==> src/rtl/srl_nxm_dly_if.sv <==
// Bus bundle for the programmable SRL delay line: control/data towards the core,
// delayed word plus fill status back to the controller.
interface srl_nxm_dly_if #(
    parameter int Width    = 8,
    parameter int MaxDepth = 16
);
    localparam int AW = $clog2(MaxDepth);
    localparam int CW = $clog2(MaxDepth + 1);

    logic             ce;
    logic             clr;
    logic [AW-1:0]    dly;
    logic [Width-1:0] d;
    logic [Width-1:0] q;
    logic             valid;
    logic [CW-1:0]    fill;
    logic             sat;

    modport master (
        output ce, clr, dly, d,
        input  q, valid, fill, sat
    );

    modport slave (
        input  ce, clr, dly, d,
        output q, valid, fill, sat
    );
endinterface

==> src/rtl/srl_nxm_dly.sv <==
// Runtime-programmable delay line: delays a word by dly+1 enabled cycles using
// reset-free shift storage, and qualifies the tap with a saturating fill count.
module srl_nxm_dly #(
    parameter int Width    = 8,
    parameter int MaxDepth = 16,
    parameter int OutReg   = 0
) (
    input  logic         clk,
    input  logic         rst_n,
    srl_nxm_dly_if.slave bus
);
    localparam int AW = $clog2(MaxDepth);
    localparam int CW = $clog2(MaxDepth + 1);

    logic [Width-1:0] sr [MaxDepth];
    logic [AW-1:0]    tapIdx;
    logic [CW-1:0]    fillCnt;
    logic [Width-1:0] rawTap;
    logic             validComb;
    logic [Width-1:0] qComb;

    // Storage carries no reset so the tools can map it onto SRL primitives.
    always_ff @(posedge clk) begin
        if (bus.ce) begin
            sr[0] <= bus.d;
            for (int k = 1; k < MaxDepth; k++) begin
                sr[k] <= sr[k-1];
            end
        end
    end

    always_comb begin
        tapIdx = bus.dly;
        if (int'(bus.dly) > MaxDepth - 1) begin
            tapIdx = AW'(MaxDepth - 1);
        end
    end

    // A flush wins over the enable, so a word shifted in alongside clr is never counted.
    always_ff @(posedge clk or negedge rst_n) begin
        if (!rst_n) begin
            fillCnt <= '0;
        end else if (bus.clr) begin
            fillCnt <= '0;
        end else if (bus.ce && (fillCnt != CW'(MaxDepth))) begin
            fillCnt <= fillCnt + CW'(1);
        end
    end

    assign rawTap    = sr[tapIdx];
    assign validComb = (fillCnt > CW'(tapIdx));
    assign qComb     = validComb ? rawTap : '0;

    assign bus.fill = fillCnt;
    assign bus.sat  = (fillCnt == CW'(MaxDepth));

    generate
        if (OutReg != 0) begin : gOutReg
            logic [Width-1:0] qReg;
            logic             validReg;

            // Output stage samples every clock, independent of ce, so dly changes still propagate.
            always_ff @(posedge clk or negedge rst_n) begin
                if (!rst_n) begin
                    qReg     <= '0;
                    validReg <= 1'b0;
                end else begin
                    qReg     <= qComb;
                    validReg <= validComb;
                end
            end

            assign bus.q     = qReg;
            assign bus.valid = validReg;
        end else begin : gOutComb
            assign bus.q     = qComb;
            assign bus.valid = validComb;
        end
    endgenerate
endmodule

==> src/flat_wrapper.sv <==
// flat-port wrapper written by rule: the top's interface ports become plain ports
module srl_nxm_dly_flat 
#(
    parameter int Width    = 8,
    parameter int MaxDepth = 16,
    parameter int OutReg   = 0
)
  (clk, rst_n, bus_ce, bus_clr, bus_dly, bus_d, bus_q, bus_valid, bus_fill, bus_sat);
  srl_nxm_dly_if #(.Width(Width), .MaxDepth(MaxDepth)) bus_i ();
  input  logic clk;
  input  logic rst_n;
  input wire logic [$bits(bus_i.ce)-1:0] bus_ce;
  input wire logic [$bits(bus_i.clr)-1:0] bus_clr;
  input wire logic [$bits(bus_i.dly)-1:0] bus_dly;
  input wire logic [$bits(bus_i.d)-1:0] bus_d;
  output wire logic [$bits(bus_i.q)-1:0] bus_q;
  output wire logic [$bits(bus_i.valid)-1:0] bus_valid;
  output wire logic [$bits(bus_i.fill)-1:0] bus_fill;
  output wire logic [$bits(bus_i.sat)-1:0] bus_sat;
  assign bus_i.ce = bus_ce;
  assign bus_i.clr = bus_clr;
  assign bus_i.dly = bus_dly;
  assign bus_i.d = bus_d;
  assign bus_q = bus_i.q;
  assign bus_valid = bus_i.valid;
  assign bus_fill = bus_i.fill;
  assign bus_sat = bus_i.sat;
  srl_nxm_dly #(.Width(Width), .MaxDepth(MaxDepth), .OutReg(OutReg)) u_core (.clk(clk), .rst_n(rst_n), .bus(bus_i));
endmodule
==> config.mk <==
export PLATFORM = sky130hd
export DESIGN_NAME = srl_nxm_dly_flat
export DESIGN_NICKNAME = d
export VERILOG_FILES = /design/src/rtl/srl_nxm_dly_if.sv /design/src/rtl/srl_nxm_dly.sv /design/src/flat_wrapper.sv
export SDC_FILE = /design/constraint.sdc
export NUM_CORES = 1
export LEC_CHECK = 0
export CAP_MARGIN = 10
export CORE_MARGIN = 3
export CORE_UTILIZATION = 61
export DETAILED_ROUTE_END_ITERATION = 10
export GPL_TIMING_DRIVEN = 0
export HOLD_SLACK_MARGIN = 0.1
export PLACE_DENSITY = 0.92
export SETUP_SLACK_MARGIN = 0.1
export SLEW_MARGIN = 20
export SYNTH_ARGS = -nofsm -noshare
export SYNTH_HDL_FRONTEND = slang
export SYNTH_SLANG_ARGS = --single-unit
==> constraint.sdc <==
create_clock -name clk -period 3.1 [get_ports clk]
set_input_delay 0.465 -clock clk [delete_from_list [all_inputs] [get_ports clk]]
set_output_delay 0.465 -clock clk [all_outputs]
set_load 0.005 [all_outputs]
==> impl_metrics.env <==
export IMPL_outcome="finished clean"
export IMPL_synth_async_reset_ratio_pct=3.76
export IMPL_timing_fmax_mhz=336
export IMPL_die_y_um=99.1
export IMPL_antenna_cells=0
export IMPL_synth_top_cells_by_count="128 x edfxtp_1, 23 x a22oi_1, 18 x mux4_1, 13 x mux4_2, 9 x nor2_1"
export IMPL_drtPass1Iterations=4
export IMPL_critical_path_startpoint="bus_dly[0]"
export IMPL_ys_flop_type="edfxtp_1"
export IMPL_synth_cell_types=27
export IMPL_synth_edf_count=128
export IMPL_dr_first_iter_drc_count=249
export IMPL_r2r_start="u_core.bus.fill[0]"
export IMPL_ioPinCount=31
export IMPL_synth_most_common_cell="edfxtp_1"
export IMPL_yosysTopAreaCellShare_pct=72.7
export IMPL_switching_share_pct=21.3
export IMPL_grt_pass1_vias=2712
export IMPL_grt_max_degree=88
export IMPL_drive_gt1_share_pct=22.8
export IMPL_yosysWarnings=0
export IMPL_syn_avg_cell_area_sq_um=21.9
export IMPL_start_util_pct=63.7
export IMPL_antenna_found_initial=0
export IMPL_seqPwrFrac_pct=51.9
export IMPL_power_switching_uw=882
export IMPL_cts_buffers_inserted=17
export IMPL_startpoint_type="input pin"
export IMPL_maxSlewViolCount=0
export IMPL_wire_per_inst_um=23.6
export IMPL_timing_rr_end="u_core.bus.fill[2]"
export IMPL_clkTransAtPathRegs_ns=0.06
export IMPL_wirelength_um=9610
export IMPL_reg2regPathDepth=6
export IMPL_path_class="input pin to primary output"
export IMPL_grt_setup_unrepaired="yes"
export IMPL_dpl_hpwl_um=5770
export IMPL_hold_viol=0
export IMPL_ctsHtreeMaxLevel=4
export IMPL_syn_area_sq_um=5290
export IMPL_grt_overflow=0
export IMPL_vdd_ir_drop_max_mv=0.488
export IMPL_synth_seq_area_share_pct=75.1
export IMPL_design_core_area_sq_um=8300
export IMPL_dr_total_vias=2593
export IMPL_rows=33
export IMPL_netlist_instances=241
export IMPL_worstPathRequired_ns=2.63
export IMPL_clock_sinks=133
export IMPL_min_period_over_period_pct=96.0
export IMPL_crit_fanout=10
export IMPL_grt_usage_pct=21.3
export IMPL_globalplace_congestion=0.778
export IMPL_endpoint="bus_q[2]"
export IMPL_place_ws_ns=-0.121
export IMPL_layout_nets=314
export IMPL_die_area_sq_um=9820
export IMPL_worst_slew_pin_slew_ns=0.792
export IMPL_grt_pass1_wl_um=15100
export IMPL_yosysTopAreaCell="edfxtp_1"
export IMPL_cap_violations=0
export IMPL_period_needed_ns=2.98
export IMPL_ant_nets=0
export IMPL_cp_data_arrival_time_ns=2.51
export IMPL_finalPower_mw=4.14
export IMPL_area_growth_pct=18.8
export IMPL_place_area_sq_um=5740
export IMPL_fin_ws_ns=0.124
export IMPL_end_kind="primary output"
export IMPL_io_buffers=29
export IMPL_cts_max_path_buffers=2
export IMPL_power_density_nw_per_um2=660
export IMPL_clockRootBuffer="clkbuf_8"
export IMPL_viasPerCell=6.37
export IMPL_slew_headroom_pct=47.0
export IMPL_r2r_slack_ns=1.73
export IMPL_synth_net_count=263
export IMPL_synth_area_top_cells="edfxtp_1 73%, mux4_1 8.9%, mux4_2 5.5%, a22oi_1 3.3%, dfrtp_1 2.4%"
export IMPL_cts_tree="built"
export IMPL_drcViolationCount=0
export IMPL_die_w_um=99.1
export IMPL_setup_viol=0
export IMPL_internal_power_mw=3.26
export IMPL_hold_path_class="input pin to async pin"
export IMPL_comb_power_share_pct=6.2
export IMPL_clkPwrFrac_pct=41.9
export IMPL_p_leak_nw=2.24
export IMPL_clkLatencyLatePin_ns=0.51
export IMPL_final_area_sq_um=6280
export IMPL_clock_skew_ns=0.00914
export IMPL_ys_ff_latch=133
## power by group through the flow
stage | sequential, mW | combinational, mW | clock [mW]
after floorplan | 2.16 | 0.135 | 0
after global placement | 2.18 | 0.225 | 0
after detailed placement | 2.18 | 0.241 | 0
after CTS | 2.15 | 0.251 | 1.75
after global routing | 2.16 | 0.274 | 1.84
final | 2.15 | 0.256 | 1.74
## cells in the final DEF (no fill, tap or decap), drive strengths merged
cell,instances
o311ai,1
xor2,2
a31oi,1
bufinv,1
a21o,1
nor2,9
clkbuf,18
clkdlybuf4s50,18
clkinv,8
o21ai,2
nand2,3
xnor2,2
clkinvlp,3
inv,6
edfxtp,128
dfrtp,5
mux4,31
or2,1
buf,13
dlymetal6s2s,1
nand3,2
nor2b,1
ha,6
a22oi,23
nand4bb,1
nand4,3
mux2i,1
mux2,1
dlygate4sd2,9
a21oi,1
## flip-flops by register name, summed over array words and instances, names as in the netlist
name / flops
u_core.sr: 128
u_core.bus.fill: 5
## how the worst min path moves through the flow
stage	to	slack [ns]	cells past startpoint
finish	u_core.bus.fill[3]	0.17	1
global route	u_core.bus.fill[3]	0.17	1
CTS	u_core.bus.fill[3]	0.16	1
detailed placement	u_core.sr[15][1]	0.43	0
global placement	u_core.sr[12][6]	0.42	0
floorplan	u_core.bus.fill[0]	0.17	0
## worst max-delay path: stages
cell and delay (ns):
clkdlybuf4s50_1 0.51, buf_6 0.17, buf_6 0.19, mux4_2 0.54, a22oi_1 0.22, a22oi_1 0.11
dlygate4sd2_1 0.30
## per-layer routing
layer / global-route usage [%] / vias up / wire (um)
met1: 28.1 / 1330 / 3880
met2: 32.9 / 115 / 4930
met5: 0 / - / 0
met4: 9.87 / 0 / 189
met3: 6.79 / 17 / 611
li1: - / 1131 / -
## area by class of cell
type	instances	area [sq um]
Tap cell	105	131
Timing Repair Buffer	32	325
Buffer	9	106
Multi-Input combinational cell	92	1210
Clock buffer	18	418
Inverter	7	26.3
Sequential cell	133	3970
Fill cell	403	2020
Clock inverter	11	90.1
## stage by stage
step | cells | util [%] | setup TNS, ns | hold WS (ns)
final | 407 | 75.7 | 0 | 0.175
after global routing | 407 | 75.7 | 0 | 0.166
after CTS | 405 | 75.3 | 0 | 0.156
after detailed placement | 376 | 69.1 | -0.550 | 0.427
after global placement | 375 | 68.8 | -275.33 | 0.422
after floorplan | 241 | - | 0 | 0.169
## repair_timing
action	CTS	global route
hold buffers	0	0
setup endpoints to repair	9	8
pin swaps	0	0
resized for setup	21	9
endpoints found under the hold margin	0	0
setup buffers	0	2
## kinds of logic after synthesis
logic type,Yosys count,synth area share [%]
xor+xnor,4,0.663
fa+ha+maj,6,1.42
buf+inv,16,2.11
simple gates,20,1.85
compound gates,29,3.98
flops,133,75.1
mux,33,14.9
No activity file was read; power rests on OpenSTA's default activity.
